==> config.mk <==
export PLATFORM = sky130hd
export DESIGN_NAME = alu_share_arbiter_flat
export DESIGN_NICKNAME = d
export VERILOG_FILES = /design/src/rtl/alu_pkg.sv /design/src/rtl/alu_share_arbiter_if.sv /design/src/rtl/alu_core.sv /design/src/rtl/alu_share_arbiter.sv /design/src/flat_wrapper.sv
export SDC_FILE = /design/constraint.sdc
export NUM_CORES = 1
export LEC_CHECK = 0
export ABC_AREA = 1
export CAP_MARGIN = 20
export CORE_MARGIN = 5
export CORE_UTILIZATION = 52
export DETAILED_ROUTE_END_ITERATION = 6
export GPL_TIMING_DRIVEN = 0
export PLACE_DENSITY = 0.85
export SLEW_MARGIN = 20
export SYNTH_ARGS = -nofsm -noshare
export SYNTH_HDL_FRONTEND = slang
export SYNTH_SLANG_ARGS = --single-unit
==> constraint.sdc <==
create_clock -name clk -period 3.6 [get_ports clk]
set_input_delay 0.54 -clock clk [delete_from_list [all_inputs] [get_ports clk]]
set_output_delay 0.54 -clock clk [all_outputs]
set_load 0.02 [all_outputs]
==> src/rtl/alu_pkg.sv <==
// alu_pkg: shared opcode/state enums and default operand width for the ALU share arbiter
package alu_pkg;
   localparam int W = 4;
   typedef enum logic [1:0] {OP_ADD = 2'b00, OP_SUB = 2'b01, OP_AND = 2'b10, OP_XOR = 2'b11} op_e;
   typedef enum logic [1:0] {ST_IDLE, ST_EXEC, ST_RESP} st_e;
endpackage

==> src/rtl/alu_share_arbiter_if.sv <==
// alu_share_arbiter_if: per-requester valid/ready operation bus plus the result handshake
interface alu_share_arbiter_if #(parameter int W = alu_pkg::W, parameter int N_REQ = 2);
   logic [N_REQ-1:0]        req_valid;
   logic [N_REQ-1:0]        req_ready;
   logic [N_REQ-1:0][1:0]   req_op;
   logic [N_REQ-1:0][W-1:0] req_a;
   logic [N_REQ-1:0][W-1:0] req_b;
   logic                    resp_valid;
   logic                    resp_ready;
   logic                    resp_id;
   logic [W:0]              resp_result;
   modport master (output req_valid, req_op, req_a, req_b, resp_ready,
                   input  req_ready, resp_valid, resp_id, resp_result);
   modport slave  (input  req_valid, req_op, req_a, req_b, resp_ready,
                   output req_ready, resp_valid, resp_id, resp_result);
endinterface

==> src/rtl/alu_core.sv <==
// alu_core: combinational add/sub/and/xor with a W+1-bit result (carry or borrow in the top bit)
module alu_core import alu_pkg::*; #(parameter int W = alu_pkg::W) (
   input  op_e          op,
   input  logic [W-1:0] a,
   input  logic [W-1:0] b,
   output logic [W:0]   result
);
   always_comb begin
      result = op == OP_ADD ? {1'b0, a} + {1'b0, b} :
               op == OP_SUB ? {1'b0, a} - {1'b0, b} :
               op == OP_AND ? {1'b0, a & b} : {1'b0, a ^ b};
   end
endmodule

==> src/rtl/alu_share_arbiter.sv <==
// alu_share_arbiter: round-robin grant of one shared ALU to two requesters, IDLE->EXEC->RESP sequencing.
// Optional saturating per-requester grant counters with ALU_ARB_STATS_EN.
module alu_share_arbiter import alu_pkg::*; #(
   parameter int W     = alu_pkg::W,
   parameter int N_REQ = 2
) (
   input  logic                clk,
   input  logic                rst_n,
   alu_share_arbiter_if.slave  bus
`ifdef ALU_ARB_STATS_EN
   ,
   output logic [7:0]          grant_cnt0,
   output logic [7:0]          grant_cnt1
`endif
);
   st_e              st, nxt;
   logic             last_grant, g, hs, id_q;
   logic [N_REQ-1:0] gnt;
   op_e              op_q;
   logic [W-1:0]     a_q, b_q;
   logic [W:0]       res_q, alu_res;

   alu_core #(.W(W)) u_core (.op(op_q), .a(a_q), .b(b_q), .result(alu_res));

   // rst_n gates the grant so req_ready is low while reset is held
   always_comb begin
      g   = &bus.req_valid ? ~last_grant : bus.req_valid[1];
      gnt = (st == ST_IDLE && rst_n && |bus.req_valid) ? N_REQ'(1) << g : '0;
      hs  = |(bus.req_valid & gnt);
      nxt = (st == ST_IDLE && hs)             ? ST_EXEC :
            st == ST_EXEC                     ? ST_RESP :
            (st == ST_RESP && bus.resp_ready) ? ST_IDLE : st;
   end

   assign bus.req_ready   = gnt;
   assign bus.resp_valid  = st == ST_RESP;
   assign bus.resp_id     = id_q;
   assign bus.resp_result = res_q;

   always_ff @(posedge clk or negedge rst_n)
      if (!rst_n) st <= ST_IDLE;
      else        st <= nxt;

   always_ff @(posedge clk or negedge rst_n)
      if (!rst_n) begin
         last_grant <= 1'b1;
         id_q       <= 1'b0;
         op_q       <= OP_ADD;
         a_q        <= '0;
         b_q        <= '0;
         res_q      <= '0;
      end else begin
         if (hs) begin
            last_grant <= g;
            id_q       <= g;
            op_q       <= op_e'(bus.req_op[g]);
            a_q        <= bus.req_a[g];
            b_q        <= bus.req_b[g];
         end
         if (st == ST_EXEC) res_q <= alu_res;
      end

`ifdef ALU_ARB_STATS_EN
   always_ff @(posedge clk or negedge rst_n)
      if (!rst_n) begin
         grant_cnt0 <= '0;
         grant_cnt1 <= '0;
      end else if (hs) begin
         if (!g && grant_cnt0 != 8'hFF) grant_cnt0 <= grant_cnt0 + 8'd1;
         if (g && grant_cnt1 != 8'hFF) grant_cnt1 <= grant_cnt1 + 8'd1;
      end
`endif
endmodule

==> src/flat_wrapper.sv <==
// flat-port wrapper written by rule: the top's interface ports become plain ports
module alu_share_arbiter_flat import alu_pkg::*;
#(
   parameter int W     = alu_pkg::W,
   parameter int N_REQ = 2
)
  (clk, rst_n, bus_req_valid, bus_req_op, bus_req_a, bus_req_b, bus_resp_ready, bus_req_ready, bus_resp_valid, bus_resp_id, bus_resp_result);
  alu_share_arbiter_if #(.W(W), .N_REQ(N_REQ)) bus_i ();
  input  logic clk;
  input  logic rst_n;
  input wire logic [$bits(bus_i.req_valid)-1:0] bus_req_valid;
  input wire logic [$bits(bus_i.req_op)-1:0] bus_req_op;
  input wire logic [$bits(bus_i.req_a)-1:0] bus_req_a;
  input wire logic [$bits(bus_i.req_b)-1:0] bus_req_b;
  input wire logic [$bits(bus_i.resp_ready)-1:0] bus_resp_ready;
  output wire logic [$bits(bus_i.req_ready)-1:0] bus_req_ready;
  output wire logic [$bits(bus_i.resp_valid)-1:0] bus_resp_valid;
  output wire logic [$bits(bus_i.resp_id)-1:0] bus_resp_id;
  output wire logic [$bits(bus_i.resp_result)-1:0] bus_resp_result;
  assign bus_i.req_valid = bus_req_valid;
  assign bus_i.req_op = bus_req_op;
  assign bus_i.req_a = bus_req_a;
  assign bus_i.req_b = bus_req_b;
  assign bus_i.resp_ready = bus_resp_ready;
  assign bus_req_ready = bus_i.req_ready;
  assign bus_resp_valid = bus_i.resp_valid;
  assign bus_resp_id = bus_i.resp_id;
  assign bus_resp_result = bus_i.resp_result;
  alu_share_arbiter #(.W(W), .N_REQ(N_REQ)) u_core (.clk(clk), .rst_n(rst_n), .bus(bus_i));
endmodule
-- Word level (Yosys, flattened, before mapping)
Cells that the tools add are included.
- register bits: 19
- input port bits: 25
- output and inout port bits: 9
- logic and storage cells: 43
- add/sub/neg operators: 2
- magnitude comparators: 1
- equality and inequality tests: 4
- shifts and indexed selects: 1
- multiplexer cells: 14
- bitwise logic cells: 4
- reductions and logical operators: 10
- operator list (operator ; count):
    $mux W4 ; 5
    $mux W2 ; 6
    $mux W5 ; 2
    $add A4 B4 Y5 ; 1
    $sub A4 B4 Y5 ; 1
    $and A4 B4 Y4 ; 1
    $eq A2 B1 Y1 const B ; 2
    $eq A2 B2 Y1 const B ; 2
    $logic_and A1 B1 Y1 ; 4
    $logic_not A2 Y1 ; 2
    $reduce_or A2 Y1 ; 2
    $xor A4 B4 Y4 ; 1
    $reduce_bool A3 Y1 ; 1
    $and A2 B2 Y2 ; 1
    $lt A1 B2 Y1 const B ; 1
    $reduce_and A2 Y1 ; 1
    $shl A1 B1 Y2 const A ; 1
    $mux W1 ; 1
    $not A1 Y1 ; 1

-- Longest topological paths before layout
- depth after elaboration: 8
- gate-level depth with buffers: 10
- mapped depth without buffers: 10

-- Modules after synthesis
From an unflattened synthesis, not the netlist that was laid out.
- cells, all modules: 193
- area, all modules: 1412.6 um2
- modules (own cells, without submodules) (module ; times used ; cells an instance ; area each (um2) ; sequential area each (um2)):
    alu_share_arbiter ; 1 ; 121 ; 958.4 ; 476.7
    alu_core ; 1 ; 72 ; 454.2 ; 0.0

-- Least setup slack after synthesis
No wires, ideal clock.
- path kind: input-to-output
- start point: input port rst_n
- end point: output port bus_req_ready[1]
- arrival: 1.179 ns
- data required time: 3.060 ns
- setup slack: 1.881 ns
- stages on the path: 5
- buffers on the path: 1
- cells stage by stage: inv_1 > nor3_2 > nand2_4 > nor2_4 > buf_12
- cells in the longest elaborated chain, start to end: 3
- ends and longest elaborated chain (what ; RTL line ; source):
    from (decl) ; flat_wrapper.sv:10 ; input logic rst_n;
    $logic_and A1 B1 Y1 (2 in a row) ; alu_share_arbiter.sv:28 ; gnt = (st == ST_IDLE && rst_n && |bus.req_valid) ? N_REQ'(1) << g : '0;
    $mux W2 ; alu_share_arbiter.sv:28 ;
    to (decl) ; flat_wrapper.sv:16 ; output wire logic [$bits(bus_i.req_ready)-1:0] bus_req_ready;
Every way passes these cells.

-- Worst setup path after layout
Ends and elaborated chain as after synthesis.

==> impl_results.md <==
- Initial antenna violation count: 0
- Post-synthesis cell type count: 25
- Top post-synthesis cells by area: dfrtp_1, nand2_1, ha_1
- Top cell type's share of synthesized area: 35.09%
- Num CTS Buffers: 3
- Drt total wl: about 2900 microns
- DR iter-0 viols: 46
- Vias: ~1100
- Critical path class: primary input to output port
- Yosys reg bits: 19
- Die W: between 50 and 60 microns
- Max Clk Rate: between 0.3 and 0.4 GHz
- Max_cap viols: 0
- Io pins: 34
- # DRC: 0
- H-tree levels: 1
- Vias in the first global route: between 1000 and 1500
- Area grow syn2layout: 30.31%
- Largest net degree at the start of global routing: 21
- Grt met2 use: 31.17%
- Reg clk slew, reported paths: 0.12 ns
- VDD IR max: between 100 and 150 uV
- GR peak layer: met2
- Setup crit end kind: output port
- Reg2reg start: u_core.b_q[0]$_DFFE_PN0P_
- Slew Limit Fails: 0
- Setup Buffers After CTS: 0
- Worst hold slack: ~0.17 ns
- Worst R2R End: u_core.bus.resp_result[1]$_DFFE_PN0P_
- Gr ovfl total: 0
- Port bufs: 33
- Post-detail-place hpwl: 2280 microns
- Critical Path AT: around 2.4 ns
- Filler cell count in the final layout: around 190
- Final min period: 2.904 ns
- Die area: 3562 sq um
- Via-to-Cell Ratio: approximately 5.2
- Nets: between 200 and 250
- Ys async rst share: 100.0%
- Max Clock Skew: slightly below 0.007 ns
- Synthesized Nets: around 190
- Synth Flop Type: dfrtp_1
- R2R setup slack: about 1.9 ns
- Initial Util: between 50% and 60%
- Fin crit share: roughly four fifths
- Core box area: 2410 sq um
- Total GRT Usage: 17.65%
- Post-Synthesis Mean Instance Area: 8.446 sq um
- Sequential area share after synthesis: ~37%
- Post-synth top area cell: dfrtp_1
- R2R depth: 7
- GP Congestion: approximately 0.86
- Clock Latency Late Sink: around 0.31 ns
- Post-Synthesis Cells: around 150
- Syn. warnings: 0
- Synthesized area: between 1000 and 1500 sq um
- Number of core rows: 18
- RSZ-0062 raised after global routing: false
- Multi-input gate area: ~700 sq um
- Slew of the pin with the lowest slew margin: a little over 0.5 ns
- Per-cell routed wire length: about 13 microns
- Final hold violations: 0
- Sum Neg Setup Slack: 0 ns
- Met1 usage: around a fifth
- Relative slew slack: 66.42%
- First-pass GRT wire length: approximately 4700 microns
- Startpoint Class: primary input
- Setup violators final: 0
- Met3 usage: ~4%
- Most common cell in the netlist: nand2_1
- Clock Path Buffers: 2
- Chip height: about 60 microns
- Antenna diode count: 0
- Post-synth top cells: nand2_1, inv_1, dfrtp_1, nor2_1, o21ai_0
- Hold-fix buffer count after cts: 0
- Layout cells sized above 1: 16.40%
- Post-synth EDFFs: 0
- Status: finished, final reports clean
- P_leak: between 0.8 and 0.9 nW
- Root Driver: clkbuf_4
- Pwr/cell area: between 200 and 250 nW/um^2
- Hold/Removal Path Class: primary input to asynchronous set/reset pin
- CP Data Required Time: a little over 3 ns
- CP Max Fanout: 20
- CTS tree: yes
- First-pass DRT Iterations: 5
- Post-route ant nets: 0
- Num Clock Sinks: 19
- Post_cts resized: 1
- Storage cell area: between 400 and 500 sq um
[worst max-delay path by stage]
stage / start / slack, ns / endpoint / cells after the start
finish: rst_n / 0.70 / bus_req_ready[1] / 7
global route: rst_n / 0.47 / bus_req_ready[1] / 7
CTS: rst_n / 0.19 / bus_req_ready[1] / 7
detailed placement: rst_n / -0.08 / bus_req_ready[1] / 7
global placement: rst_n / 0.02 / bus_req_ready[1] / 7
floorplan: rst_n / 1.88 / bus_req_ready[1] / 5
[critical path, cell delays in order]
cell and delay, ns:
clkbuf_2 0.40, inv_1 0.10, nor3_2 0.24, nand2_4 0.15
nor2_4 0.16, buf_12 0.15, clkdlybuf4s50_1 0.61
[sequential cells by signal (all words and copies together) (netlist names)]
| register | flops |
|---|---|
| u_core.st | 2 |
| u_core.op_q | 2 |
| u_core.bus.resp_id | 1 |
| u_core.a_q | 4 |
| u_core.last_grant | 1 |
| u_core.b_q | 4 |
| u_core.bus.resp_result | 5 |
[area by class of cell]
class | count | share of cell area (%)
multi-input combinational | 110 | 41.66
sequential | 19 | 28.50
timing repair buffer | 33 | 19.45
inverter | 21 | 4.712
tap | 30 | 2.244
buffer | 2 | 1.870
clock buffer | 4 | 1.571
[where the power goes]
part / total [mW] / switching, mW / internal [mW]
Clock: 0.115 / 0.0722 / 0.0433
Combinational: 0.0325 / 0.0100 / 0.0224
Sequential: 0.213 / 0 / 0.213
[cells by family (layout without fill, tap and decap cells)]
logic type	after synthesis	count (layout)	share of synthesized area, %
compound gates	26	26	14.04
xor+xnor	1	1	0.6824
fa+ha+maj	10	10	10.92
buf+inv	23	60	8.577
flops	19	19	37.13
simple gates	73	73	28.66
[per-layer routing]
metal	up-vias	part of all wire, %	routed length (microns)
met3	7	6.2	176
met2	43	51	1467
met1	523	40	1151
met5	-	0	0
met4	0	1.9	55
li1	564	-	-
[stage by stage]
| step | setup slack (ns) | cells | instance area, sq um | utilization [%] | power, mW |
|---|---|---|---|---|---|
| 6_report | 0.6957 | 219 | 1673 | 69.42 | 0.3614 |
| 5_1_grt | 0.4661 | 219 | 1673 | 69.42 | 0.3726 |
| 4_1_cts | 0.1855 | 219 | 1677 | 69.57 | 0.3649 |
| 3_5_place_dp | -0.07979 | 215 | 1652 | 68.54 | 0.2512 |
| 3_3_place_gp | 0.02195 | 215 | 1652 | 68.54 | 0.2505 |
| 2_1_floorplan | 1.881 | 152 | 1284 | - | 0.2194 |
[placed cells by master, fill, tap and decap left out, types with 3 or more instances in the layout]
| cell type | synthesis | final |
|---|---|---|
| nor2_1 | 11 | 11 |
| nand2_2 | 8 | 8 |
| nand2_1 | 36 | 36 |
| o211ai_2 | 4 | 4 |
| clkdlybuf4s50_1 | 0 | 32 |
| clkbuf_4 | 0 | 3 |
| a21oi_1 | 5 | 5 |
| ha_1 | 8 | 8 |
| nor2_4 | 3 | 3 |
| inv_1 | 20 | 20 |
| nand3_2 | 4 | 4 |
| nand3_1 | 8 | 8 |
| dfrtp_1 | 18 | 18 |
| o211ai_1 | 5 | 5 |
| o21ai_0 | 9 | 9 |
Power figures use the tool's default switching activity.
==> patch 1, RTL diff (config.mk and constraints unchanged) <==
Set the package constant `W` to 6 (it was 4).
--- a/src/rtl/alu_pkg.sv
+++ b/src/rtl/alu_pkg.sv
@@ -1,5 +1,5 @@
 // alu_pkg: shared opcode/state enums and default operand width for the ALU share arbiter
 package alu_pkg;
-   localparam int W = 4;
+   localparam int W = 6;
    typedef enum logic [1:0] {OP_ADD = 2'b00, OP_SUB = 2'b01, OP_AND = 2'b10, OP_XOR = 2'b11} op_e;
    typedef enum logic [1:0] {ST_IDLE, ST_EXEC, ST_RESP} st_e;
Interface: changed (resized bus_req_a, bus_req_b and bus_resp_result); port bits go from 34 to 44. The function was not compared with the original's and may differ.
==> patch 1 against the unedited design <==
Sequential cell count increased by 6. Wire length up 45%. Design area increased by 38%. Utilization fell by 0.24 points. Setup slack better by 0.12 ns. Sequential share of layout area shrank 1.3 points. Synthesized area grew 40%. Total power rose by 29%. Count of clock-buffer cells in the layout decreased by 1. Critical path type unchanged. Largest cell class unchanged. Highest routed layer unchanged.
==> patch 1: results <==
export IMPL_path_max_fanout=10
export IMPL_vias_per_cell=5.19
export IMPL_final_nets=328
export IMPL_placedCellCount=322
export IMPL_wl_per_cell_um=12.6
export IMPL_maxSlewHeadroom=0.609
export IMPL_wl_met1_mm=1.75
export IMPL_clk_pin_slew_ns=0.15
export IMPL_switching_share=0.238
export IMPL_yosys_top_cells_area="dfrtp_1 (33%), ha_1 (8.4%), nand2_1 (8.2%), o21ai_0 (7.2%), nor2_1 (5.9%)"
export IMPL_clock_skew_ns=0.00366
export IMPL_clk_latency_ns=0.33
export IMPL_grt_max_degree=27
export IMPL_wl_met3_um=254
export IMPL_dp_slack_ns=0.794
export IMPL_gp_congestion=0.869
export IMPL_synth_nets=280
export IMPL_status="finished clean"
export IMPL_place_hpwl_mm=3.39
export IMPL_synth_compound_area_frac=0.197
export IMPL_synthAdderAreaFrac=0.106
export IMPL_synth_seq_area_share=0.349
export IMPL_leakage_uw=0.00109
export IMPL_grt_total_usage=0.192
export IMPL_yosysUniqueCellTypes=31
export IMPL_cts_resized=0
export IMPL_largest_register_ff_count=7
export IMPL_syn_area_per_cell_um2=7.71
export IMPL_grt_pass1_vias=1637
-- patch 1: cell types whose count changed after synthesis, sizes merged, moves of 3 or more --
cell,change
ha,+4
dfrtp,+6
a21oi,+10
inv,+10
o21ai,+23
nor2,+18
o22ai,+10
buf,+3
o211ai,-8
-- patch 1: layout make-up --
| class | instances | area [um2] |
|---|---|---|
| clock inverters | 1 | 7.51 |
| well taps | 46 | 57.6 |
| flip-flops and latches | 25 | 627 |
| clock buffers | 3 | 22.5 |
| inverters | 31 | 121 |
| multi-input cells | 170 | 982 |
| plain buffers | 7 | 65.1 |
| repair buffers | 43 | 425 |
| fillers | 302 | 1030 |
-- patch 1: metrics by stage --
step	util	cell area (um2)
after floorplan	-	1800
after global placement	0.684	2280
after detailed placement	0.683	2280
after CTS	0.692	2310
after global routing	0.692	2310
final	0.692	2310
-- patch 1: final timing paths --
path	startpoint	slack [ns]	cells after the start	to
worst max-delay path	bus_req_valid[0]	0.82	7	bus_req_ready[0]
worst max register to register	u_core.b_q[0]	1.76	8	u_core.bus.resp_result[6]
worst min register to register	u_core.last_grant	0.48	2	u_core.last_grant
max in group asynchronous	rst_n	3.03	1	u_core.last_grant
min in group clk	u_core.last_grant	0.48	2	u_core.last_grant
worst min-delay path	rst_n	0.18	1	u_core.bus.resp_result[5]
-- patch 1: metal layers --
metal,vias up,GRT usage
li1,866,-
met1,774,0.218
met2,48,0.356
met3,5,0.0373
met4,0,0.0657
met5,-,0
-- patch 1: power by group through the flow --
stage	Sequential [uW]	Combinational, uW	Clock [uW]
after floorplan	286	8.57	0
after global placement	286	50.6	0
after detailed placement	286	50.3	0
after CTS	281	50.4	140
after global routing	281	53.9	151
final	281	49.6	137
-- patch 1: kinds of logic (layout without fill, tap and decap cells) --
kind of cell    after synthesis  after routing
flops                        25             25
xor+xnor                      2              2
buf+inv                      38             85
fa+ha+maj                    14             14
simple gates                 94             94
compound gates               60             60
-- patch 1: critical path: stages --
cell and delay (ns):
clkdlybuf4s50_1 0.47, nand2_1 0.07, nand2_2 0.11, inv_1 0.10, clkbuf_2 0.20, nor2_1 0.14, clkdlybuf4s50_1 0.61
==> patch 2, RTL diff (same flow settings) <==
Made on the original files. Encoding of `st_e`: now one-hot (3 bits for 3 values).
--- a/src/rtl/alu_pkg.sv
+++ b/src/rtl/alu_pkg.sv
@@ -3,5 +3,5 @@
    localparam int W = 4;
    typedef enum logic [1:0] {OP_ADD = 2'b00, OP_SUB = 2'b01, OP_AND = 2'b10, OP_XOR = 2'b11} op_e;
-   typedef enum logic [1:0] {ST_IDLE, ST_EXEC, ST_RESP} st_e;
+   typedef enum logic [2:0] {ST_IDLE = 3'b001, ST_EXEC = 3'b010, ST_RESP = 3'b100} st_e;
 endpackage
 
Check against the original RTL: same outputs for any inputs over 10 cycles, from zero or initial values and one cycle with rst_n low; not proved beyond that.
==> patch 2 against the unedited design <==
Utilization is 4.2 points higher. Global-route usage is 2.0 points higher. Final cell count is 4.6% higher. Total power is 22% higher. Wire length is 0.98% higher. Via count is 3.2% higher. First-iteration DRC count is 30% lower. Hold slack better by 0.30 ns. Sequential cell count is 1 higher. Synthesized area is 3.1% lower. Design area is 0.75% lower. Setup slack worse by 0.35 ns.
==> patch 2: results <==
export IMPL_status="finished clean"
export IMPL_max_vdd_ir_drop_v=0.000224
export IMPL_drt_iter0_markers=32
export IMPL_worstPathArrival_ns=2.72
export IMPL_r2r_end="u_core.bus.resp_result[4]"
export IMPL_synth_commonest_cells="nand2_1 (56), nand3_1 (22), inv_1 (21), dfrtp_1 (18), a21oi_1 (9)"
export IMPL_internal_power_uw=360
export IMPL_place_hpwl_mm=2.28
export IMPL_num_antenna_cells=0
export IMPL_crit_slowest_cell="dlygate4sd2_1"
export IMPL_final_nets=237
export IMPL_yosys_top_cells_area="dfrtp_1 (36%), nand2_1 (17%), nand3_1 (8.9%), ha_1 (8.0%), inv_1 (6.3%)"
export IMPL_crit_path_max_incr_delay_ns=0.81
export IMPL_cts_resized=1
export IMPL_drt_pre_antenna_iters=4
export IMPL_grt_pass1_wl_mm=5.25
export IMPL_synthAdderAreaFrac=0.113
export IMPL_synth_xor_area_frac=0
export IMPL_tightest_slew_ns=0.931
export IMPL_synth_compound_area_frac=0.0865
export IMPL_synthMuxAreaShare=0
export IMPL_clock_skew_ns=0.00497
export IMPL_path_max_fanout=21
export IMPL_grt_pass1_vias=1227
export IMPL_grt_max_degree=22
export IMPL_clk_pin_slew_ns=0.12
export IMPL_yosysUniqueCellTypes=23
export IMPL_vias_per_cell=5.12
export IMPL_numPortBuffers=33
export IMPL_synth_seq_area_share=0.404
export IMPL_postPlaceCellArea_um2=1610
export IMPL_wl_per_cell_um=12.6
export IMPL_r2r_slack_ns=1.83
export IMPL_leakage_uw=0.000834
export IMPL_grt_total_usage=0.196
export IMPL_synth_nets=199
-- patch 2: cell count changes after synthesis, sizes merged, moves of 4 or more --
| cell | before | now |
|---|---|---|
| o21ai | 9 | 5 |
| o211ai | 9 | 1 |
| nand3 | 12 | 23 |
| nor2 | 15 | 8 |
| a21oi | 6 | 10 |
| nand2 | 45 | 56 |
-- patch 2: how the worst min path moves through the flow --
stage                       from                end  slack, ns  depth (start not counted)
6_report                   rst_n       u_core.st[2]       0.47                          1
3_3_place_gp   u_core.last_grant  u_core.last_grant       0.46                          2
3_5_place_dp   u_core.last_grant  u_core.last_grant       0.46                          2
2_1_floorplan              rst_n      u_core.a_q[0]       0.24                          0
4_1_cts        u_core.last_grant  u_core.last_grant       0.48                          2
5_1_grt        u_core.last_grant  u_core.last_grant       0.51                          2
-- patch 2: stage by stage --
step,setup slack (ns),std cells
2_1_floorplan,1.92,164
3_3_place_gp,0.0522,225
3_5_place_dp,-0.0119,225
4_1_cts,0.262,229
5_1_grt,0.0442,229
6_report,0.343,229
-- patch 2: layout make-up --
type | count | area [um2]
inverter | 22 | 82.6
tap | 28 | 35.0
clock buffer | 3 | 22.5
multi-input combinational | 119 | 634
clock inverter | 1 | 30.0
fill | 194 | 594
sequential | 20 | 503
buffer | 3 | 23.8
timing repair buffer | 33 | 329
-- patch 2: power by group through the flow --
stage               registers [uW]  logic [uW]  clock network, uW
floorplan                      229        1.15                  0
global placement               229        31.3                  0
detailed placement             229        32.4                  0
CTS                            225        32.1                186
global route                   225        34.0                197
finish                         225        31.5                186
-- patch 2: layer usage --
layer / GRT usage / vias up / wire length, um
met5: 0 / - / 0
met4: 0.0583 / 0 / 25
met3: 0.0461 / 2 / 163
met2: 0.353 / 39 / 1480
met1: 0.229 / 536 / 1210
li1: - / 596 / -
